[config.mk]
export PLATFORM = sky130hd
export DESIGN_NAME = uart_rx
export DESIGN_NICKNAME = d
export VERILOG_FILES = /design/src/rtl/uart_rx.sv
export SDC_FILE = /design/constraint.sdc
export NUM_CORES = 1
export LEC_CHECK = 0
export CORE_MARGIN = 5
export CORE_UTILIZATION = 35
export CTS_CLUSTER_SIZE = 8
export DETAILED_ROUTE_END_ITERATION = 10
export PLACE_DENSITY = 0.59
export SETUP_SLACK_MARGIN = 0.02
export SLEW_MARGIN = 40
export SYNTH_ARGS = -nofsm -noshare
export SYNTH_HDL_FRONTEND = slang
export SYNTH_SLANG_ARGS = --single-unit
[constraint.sdc]
create_clock -name SYSCLK -period 2.5 [get_ports SYSCLK]
set_input_delay 0.375 -clock SYSCLK [delete_from_list [all_inputs] [get_ports SYSCLK]]
set_output_delay 0.375 -clock SYSCLK [all_outputs]
set_load 0.02 [all_outputs]
[src/rtl/uart_rx.sv]
// 8N1 serial receiver with a level-held rxRdy/rxAck output handshake.
// Define UART_RX_MAJORITY_EN to make each bit decision a 2-of-3 vote around the bit centre.
module uart_rx #(
    parameter int CLKS_PER_BIT = 868,
    parameter int SYNC_STAGES  = 2
) (
    input  logic       SYSCLK,
    input  logic       RESET,
    input  logic       rx,
    output logic [7:0] rxData,
    output logic       rxRdy,
    input  logic       rxAck,
    output logic       rxOverrun,
    output logic       rxFrameErr,
    output logic       rxBusy
);

    localparam int CW = $clog2(CLKS_PER_BIT);
    localparam logic [CW-1:0] HALF_LOAD = CW'(CLKS_PER_BIT / 2 - 1);
    localparam logic [CW-1:0] FULL_LOAD = CW'(CLKS_PER_BIT - 1);

    typedef enum logic [2:0] {
        IDLE,
        START,
        DATA,
        STOP,
        BREAK
    } rxState_t;

    rxState_t state, stateNext;

    logic [SYNC_STAGES-1:0] syncFf;
    logic                   rxS;
    logic [CW-1:0]          cnt;
    logic                   cntZero;
    logic                   active;
    logic [2:0]             bitIdx;
    logic [7:0]             shReg;
    logic                   bitTick;
    logic                   bitVal;

    logic startLoad, idxClr, shiftEn, deliver, frameErr;

    // Preset to idle-high so a reset never looks like a start edge.
    always_ff @(posedge SYSCLK) begin
        if (RESET) syncFf <= '1;
        else       syncFf <= {syncFf[SYNC_STAGES-2:0], rx};
    end

    assign rxS     = syncFf[SYNC_STAGES-1];
    assign cntZero = (cnt == '0);
    assign active  = (state == START) || (state == DATA) || (state == STOP);

`ifdef UART_RX_MAJORITY_EN
    logic smpA, smpB, decPend;

    // Votes on the samples at cnt==1, cnt==0 and the cycle after; decision lands one cycle late.
    always_ff @(posedge SYSCLK) begin
        if (RESET) begin
            smpA    <= 1'b1;
            smpB    <= 1'b1;
            decPend <= 1'b0;
        end else begin
            decPend <= active && cntZero;
            if (cnt == CW'(1)) smpA <= rxS;
            if (cntZero)       smpB <= rxS;
        end
    end

    assign bitTick = decPend;
    assign bitVal  = (smpA & smpB) | (smpA & rxS) | (smpB & rxS);
`else
    assign bitTick = active && cntZero;
    assign bitVal  = rxS;
`endif

    always_ff @(posedge SYSCLK) begin
        if (RESET) state <= IDLE;
        else       state <= stateNext;
    end

    always_comb begin
        stateNext = state;
        startLoad = 1'b0;
        idxClr    = 1'b0;
        shiftEn   = 1'b0;
        deliver   = 1'b0;
        frameErr  = 1'b0;
        case (state)
            IDLE: begin
                if (!rxS) begin
                    stateNext = START;
                    startLoad = 1'b1;
                end
            end
            START: begin
                if (bitTick) begin
                    if (bitVal) begin
                        stateNext = IDLE;
                    end else begin
                        stateNext = DATA;
                        idxClr    = 1'b1;
                    end
                end
            end
            DATA: begin
                if (bitTick) begin
                    shiftEn = 1'b1;
                    if (bitIdx == 3'd7) stateNext = STOP;
                end
            end
            STOP: begin
                if (bitTick) begin
                    if (bitVal) begin
                        deliver   = 1'b1;
                        stateNext = IDLE;
                    end else begin
                        frameErr  = 1'b1;
                        stateNext = BREAK;
                    end
                end
            end
            BREAK: begin
                // Hold off until the line returns high so a stuck-low pin yields one error only.
                if (rxS) stateNext = IDLE;
            end
            default: stateNext = IDLE;
        endcase
    end

    always_ff @(posedge SYSCLK) begin
        if (RESET) begin
            cnt    <= '0;
            bitIdx <= '0;
            shReg  <= '0;
        end else begin
            if (startLoad)   cnt <= HALF_LOAD;
            else if (active) cnt <= cntZero ? FULL_LOAD : cnt - 1'b1;
            if (idxClr)       bitIdx <= '0;
            else if (shiftEn) bitIdx <= bitIdx + 3'd1;
            if (shiftEn) shReg <= {bitVal, shReg[7:1]};
        end
    end

    // An ack on the delivery edge frees the holding register for the new byte.
    always_ff @(posedge SYSCLK) begin
        if (RESET) begin
            rxData     <= '0;
            rxRdy      <= 1'b0;
            rxOverrun  <= 1'b0;
            rxFrameErr <= 1'b0;
        end else begin
            rxFrameErr <= frameErr;
            if (deliver) begin
                if (!rxRdy || rxAck) begin
                    rxData <= shReg;
                    rxRdy  <= 1'b1;
                    if (rxAck) rxOverrun <= 1'b0;
                end else begin
                    rxOverrun <= 1'b1;
                end
            end else if (rxAck && rxRdy) begin
                rxRdy     <= 1'b0;
                rxOverrun <= 1'b0;
            end
        end
    end

    assign rxBusy = (state != IDLE);

endmodule

# Word level (Yosys, flattened, before mapping)
# Cells that the tools add are included.
# word_totals
regBits	37
in_bits	4
output_inout_bits	12
word_cells	71
# classes
n_addsub	2
n_eq_ne	13
muxes	27
bitwise	1
n_reduce_logical	18
# ops
op	n
$mux W3	7
$mux W9	2
$mux W1	15
$pmux W3 S5	1
$logic_not A10 Y1	1
$mux W10	1
$ne A2 B2 Y1 const B	5
$sub A10 B1 Y10 const B	1
$eq A3 B2 Y1 const B	2
$eq A3 B3 Y1 const B	2
$reduce_and A2 Y1	3
$reduce_and A6 Y1	1
$reduce_or A2 Y1	3
$ne A2 B1 Y1 const B	2
$reduce_bool A2 Y1	2
$add A3 B1 Y3 const B	1
$eq A3 B1 Y1 const B	1
$logic_not A3 Y1	1
$logic_or A1 B1 Y1	3
$ne A3 B3 Y1 const B	1
$reduce_bool A3 Y1	1
$logic_and A1 B1 Y1	2
$mux W2	1
$logic_not A1 Y1	1
$not A1 Y1	1

# Longest topological paths before layout
# depth
word_depth	8
ltp_mapped	7
ltp_nobuf	6

# Worst setup path after synthesis
# OpenSTA, ideal clock, no wires.
# synth_timing
path_type	register to register
startpoint	reg cnt[0]
endpoint	reg rxData[0]
setup_time_ps	72
arrival_time_ps	1726
t_required_ps	2428
setup_slack_ps	702
stages_incl_launch_ff	7
path_buffers	0
period_less_slack_ps	1798
path_cell_list	dfxtp_1 inv_1 ha_1 nor3b_2 nand4_2 nor3_4 mux2i_1
# synth_between
elab_chain_cells	5
# synth_lines
element	line	source
from (decl)	34	logic [CW-1:0] cnt;
from (signal assigned)	138	else if (active) cnt <= cntZero ? FULL_LOAD : cnt - 1'b1;
$logic_not A10 Y1	51	assign cntZero = (cnt == '0);
$logic_and A1 B1 Y1	73	assign bitTick = active && cntZero;
$mux W1	113	if (bitTick) begin
$mux W1	89	case (state)
$reduce_and A2 Y1 (no line)	--	
to (signal assigned)	156	rxData <= shReg;
to (decl)	10	output logic [7:0] rxData,
# No other way between the ends.
# A chain may end at the register's enable or synchronous reset.

# Worst setup path after layout
# layout_timing
startpoint	reg state[0]
endpoint	out rxBusy
# layout_between
elab_chain_cells	1
# layout_lines
element	line	source
from (decl)	30	rxState_t state, stateNext;
from (signal assigned)	79	else state <= stateNext;
$reduce_bool A3 Y1	169	assign rxBusy = (state != IDLE);
to (decl)	15	output logic rxBusy
# No other way between the ends.

==> summary.md <==
| Metric | Value |
|---|---|
| Outcome | completed |
| All-layer global routing usage | 0.123 |
| R2R Setup Slk | 0.44 ns |
| Ratio of cells with drive above 1 in the final layout | 0.128 |
| Hold path start | syncFf[0] |
| # diodes | 0 |
| Rows | 25 |
| Dpl cells | 242 |
| Largest net degree at the start of global routing | 25 |
| Relative slew slack | 0.488 |
| R2r endpoint | rxData[1] |
| TritonCTS clock tree | built |
| Critical path arrival | 1.71 ns |
| Post-cts sizing count | 0 |
| H-tree levels | 2 |
| Multi-input logic area | 892 um2 |
| Startpoint types | register |
| Buffer count from post-CTS setup fixing | 0 |
| Min Tclk post-route | 2.08 ns |
| Ys Warns | 0 |
| Worst-margin pin slew | 0.761 ns |
| Worst Hold Class | reg2reg |
| Syn Std Cell Area | 0.00168 mm2 |
| Initial Util | 0.359 |
| Non-Filler Instances | 249 |
| Placer Congestion | 0.782 |
| Reg2Reg Depth | 6 |
| Placed wire-length estimate | 2270 um |
| Number of top-level pins | 16 |
| #FFs+latches synth | 37 |
| Final Core Density | 0.426 |
| P per Cell Area | 946 mW/mm2 |
| Met2 Track Usage GR | 0.201 |
| Hold Violations, Final | 0 |
| Sequential fraction of the synthesis area | 0.440 |
| Vias in the first global route | 1273 |
| Crit path max fanout | 13 |
| Critical setup path kind | reg2out |
| Initial antenna violation count | 0 |
| CTS Hold Buffers Added | 0 |
| M1 GR Usage | 0.147 |
| Fin crit share | 0.834 |
| Die Y | 79.3 um |
| Via/cell ratio | 5.16 |
| Fin. max-slew vios | 0 |
| Netlist cell types | 47 |
| Primary FF master, synth | dfxtp_1 |
| First-pass GRT wire length | 5940 um |
| Fill cells | 471 |
| Setup tns final | 0 ns |
| Die area | 0.00629 mm2 |
| Worst skew pair latency | 0.29 ns |
| DRT antenna net count | 0 |
| Mapped Cells | 178 |
| DRT iter0 DRCs | 58 |
| Setup crit end | rxBusy |
| WL final | 3320 um |
| Reg2Reg Launch Point | cnt[0] |
| Port Buffers | 15 |
| Clk pin slew, worst setup/hold paths | 0.07 ns |
| Placeable Area | 0.00469 mm2 |
| Root buffer cell | clkbuf_8 |
| Met3 Usage GRT | 0.0340 |
| Max Cap Violations | 0 |
| First-pass detailed-route iteration total | 4 |
| CTS max path bufs | 2 |
| Die width | 79.3 um |
| RSZ-0062 raised after global routing | false |
| Pleak | 0.772 nW |
| Worst vdd ir | 0.000360 V |
| Total CTS buffers | 5 |
| CP endpoint kind | output port |
| WL/cell | 13.3 um |
| Register area | 741 um2 |
| Number of enable flip-flop cells after synthesis | 0 |
| Area grow syn2layout | 18.8% |
| Syn_area_per_cell | 9.45 um2 |
| # nets final | 202 |
| DR vias | 1285 |
| Layer with the highest usage | met2 |
| CTS Sinks | 37 |
| Worst EP required | 2.12 ns |
| Top achievable clock speed | 0.480 GHz |
| GR Overflow Total | 0 |
| Net Count, Synth | 185 |
| FFs w/ async S/R, synth | 0 |
| DR DRC count | 0 |
| Final setup fails | 0 |
| Clock skew | 0.00515 ns |
| Crit path from | state[0] |
==> where the power goes <==
group / total (mW) / internal, mW / switching, mW
clock network: 0.499 / 0.290 / 0.209
registers: 0.749 / 0.656 / 0.0934
logic: 0.644 / 0.286 / 0.358
total: 1.89 / 1.23 / 0.660
==> critical path, cell delays in order (launching register included) <==
cell	delay [ns]
dfxtp_1	0.32
buf_4	0.18
or3_1	0.38
clkdlybuf4s50_1	0.55
==> final cells by class <==
| type | instances | area share |
|---|---|---|
| timing repair buffer | 19 | 0.0901 |
| tap | 54 | 0.0338 |
| inverter | 4 | 0.00751 |
| multi-input combinational | 128 | 0.446 |
| clock buffer | 5 | 0.0344 |
| clock inverter | 2 | 0.0175 |
| sequential | 37 | 0.370 |
==> metrics by stage <==
| stage | area, um2 | power (mW) | setup slack, ns | hold slack, ns |
|---|---|---|---|---|
| floorplan | 1680 | 1.27 | 0.702 | 0.389 |
| global placement | 1900 | 1.40 | 0.514 | 0.391 |
| detailed placement | 1900 | 1.40 | 0.478 | 0.400 |
| CTS | 2000 | 1.91 | 0.391 | 0.418 |
| global route | 2000 | 2.04 | 0.189 | 0.429 |
| finish | 2000 | 1.89 | 0.415 | 0.412 |
==> layer usage <==
layer,wire [um],share of wire
met5,0,0
met2,1570,0.47
met3,84,0.025
met1,1620,0.49
met4,53,0.016
==> cell usage after synthesis (2+ instances only) <==
cell type | count | share of area
xor2_1 | 2 | 0.010
o21ai_0 | 2 | 0.0059
or3_2 | 2 | 0.0089
nor2_1 | 20 | 0.045
nor2b_1 | 2 | 0.0074
nand2_1 | 21 | 0.047
a21oi_1 | 6 | 0.018
nor4_1 | 3 | 0.011
mux2i_1 | 19 | 0.11
ha_1 | 3 | 0.022
xnor2_1 | 2 | 0.010
nand3_1 | 2 | 0.0059
nand4_1 | 2 | 0.0074
nor3b_1 | 2 | 0.0089
dfxtp_1 | 37 | 0.44
a31oi_1 | 2 | 0.0074
or4_4 | 2 | 0.013
o22ai_1 | 2 | 0.0074
a311oi_1 | 2 | 0.010
or2_2 | 3 | 0.011
clkbuf_1 | 8 | 0.018
nor3_1 | 7 | 0.021
inv_1 | 3 | 0.0067
==> placed cells by master, fill, tap and decap left out, types with 2 or more instances in the layout <==
| cell | instances |
|---|---|
| dfxtp_1 | 37 |
| nand2_1 | 21 |
| nor2_1 | 20 |
| mux2i_1 | 19 |
| clkdlybuf4s50_1 | 15 |
| nor3_1 | 7 |
| a21oi_1 | 6 |
| clkbuf_8 | 5 |
| buf_4 | 4 |
| inv_1 | 3 |
| nor4_1 | 3 |
| or2_2 | 3 |
| ha_1 | 3 |
| xnor2_1 | 2 |
| or4_4 | 2 |
| xor2_1 | 2 |
| nand3_1 | 2 |
| o21ai_0 | 2 |
| a31oi_1 | 2 |
| or3_2 | 2 |
| a311oi_1 | 2 |
| o22ai_1 | 2 |
| nor3b_1 | 2 |
| nand4_1 | 2 |
| nor2b_1 | 2 |
==> how the worst min path moves through the flow <==
| stage | endpoint | slack, ns | cells past startpoint |
|---|---|---|---|
| CTS | syncFf[1] | 0.42 | 1 |
| global placement | syncFf[1] | 0.39 | 1 |
| global route | syncFf[1] | 0.43 | 1 |
| detailed placement | syncFf[1] | 0.40 | 1 |
| floorplan | syncFf[1] | 0.39 | 1 |
| finish | syncFf[1] | 0.41 | 1 |
==> registers in the layout, indices dropped and copies added, names as in the netlist <==
register	flops
shReg	8
syncFf	2
cnt	10
rxFrameErr	1
state	3
bitIdx	3
rxData	8
rxRdy	1
rxOverrun	1
==> cell families (layout without fill, tap and decap cells) <==
group                    Yosys count  in the layout  synth area share
XOR/XNOR                           4              4            0.0208
multiplexers                      20             20             0.120
AND/OR/NAND/NOR                   77             77             0.257
adder cells (fa/ha/maj)            3              3            0.0223
AO/OA/AOI/OAI                     24             24             0.110
flip-flops                        37             37             0.440
buffers and inverters             13             30            0.0297
No activity file was read; power rests on OpenSTA's default activity.
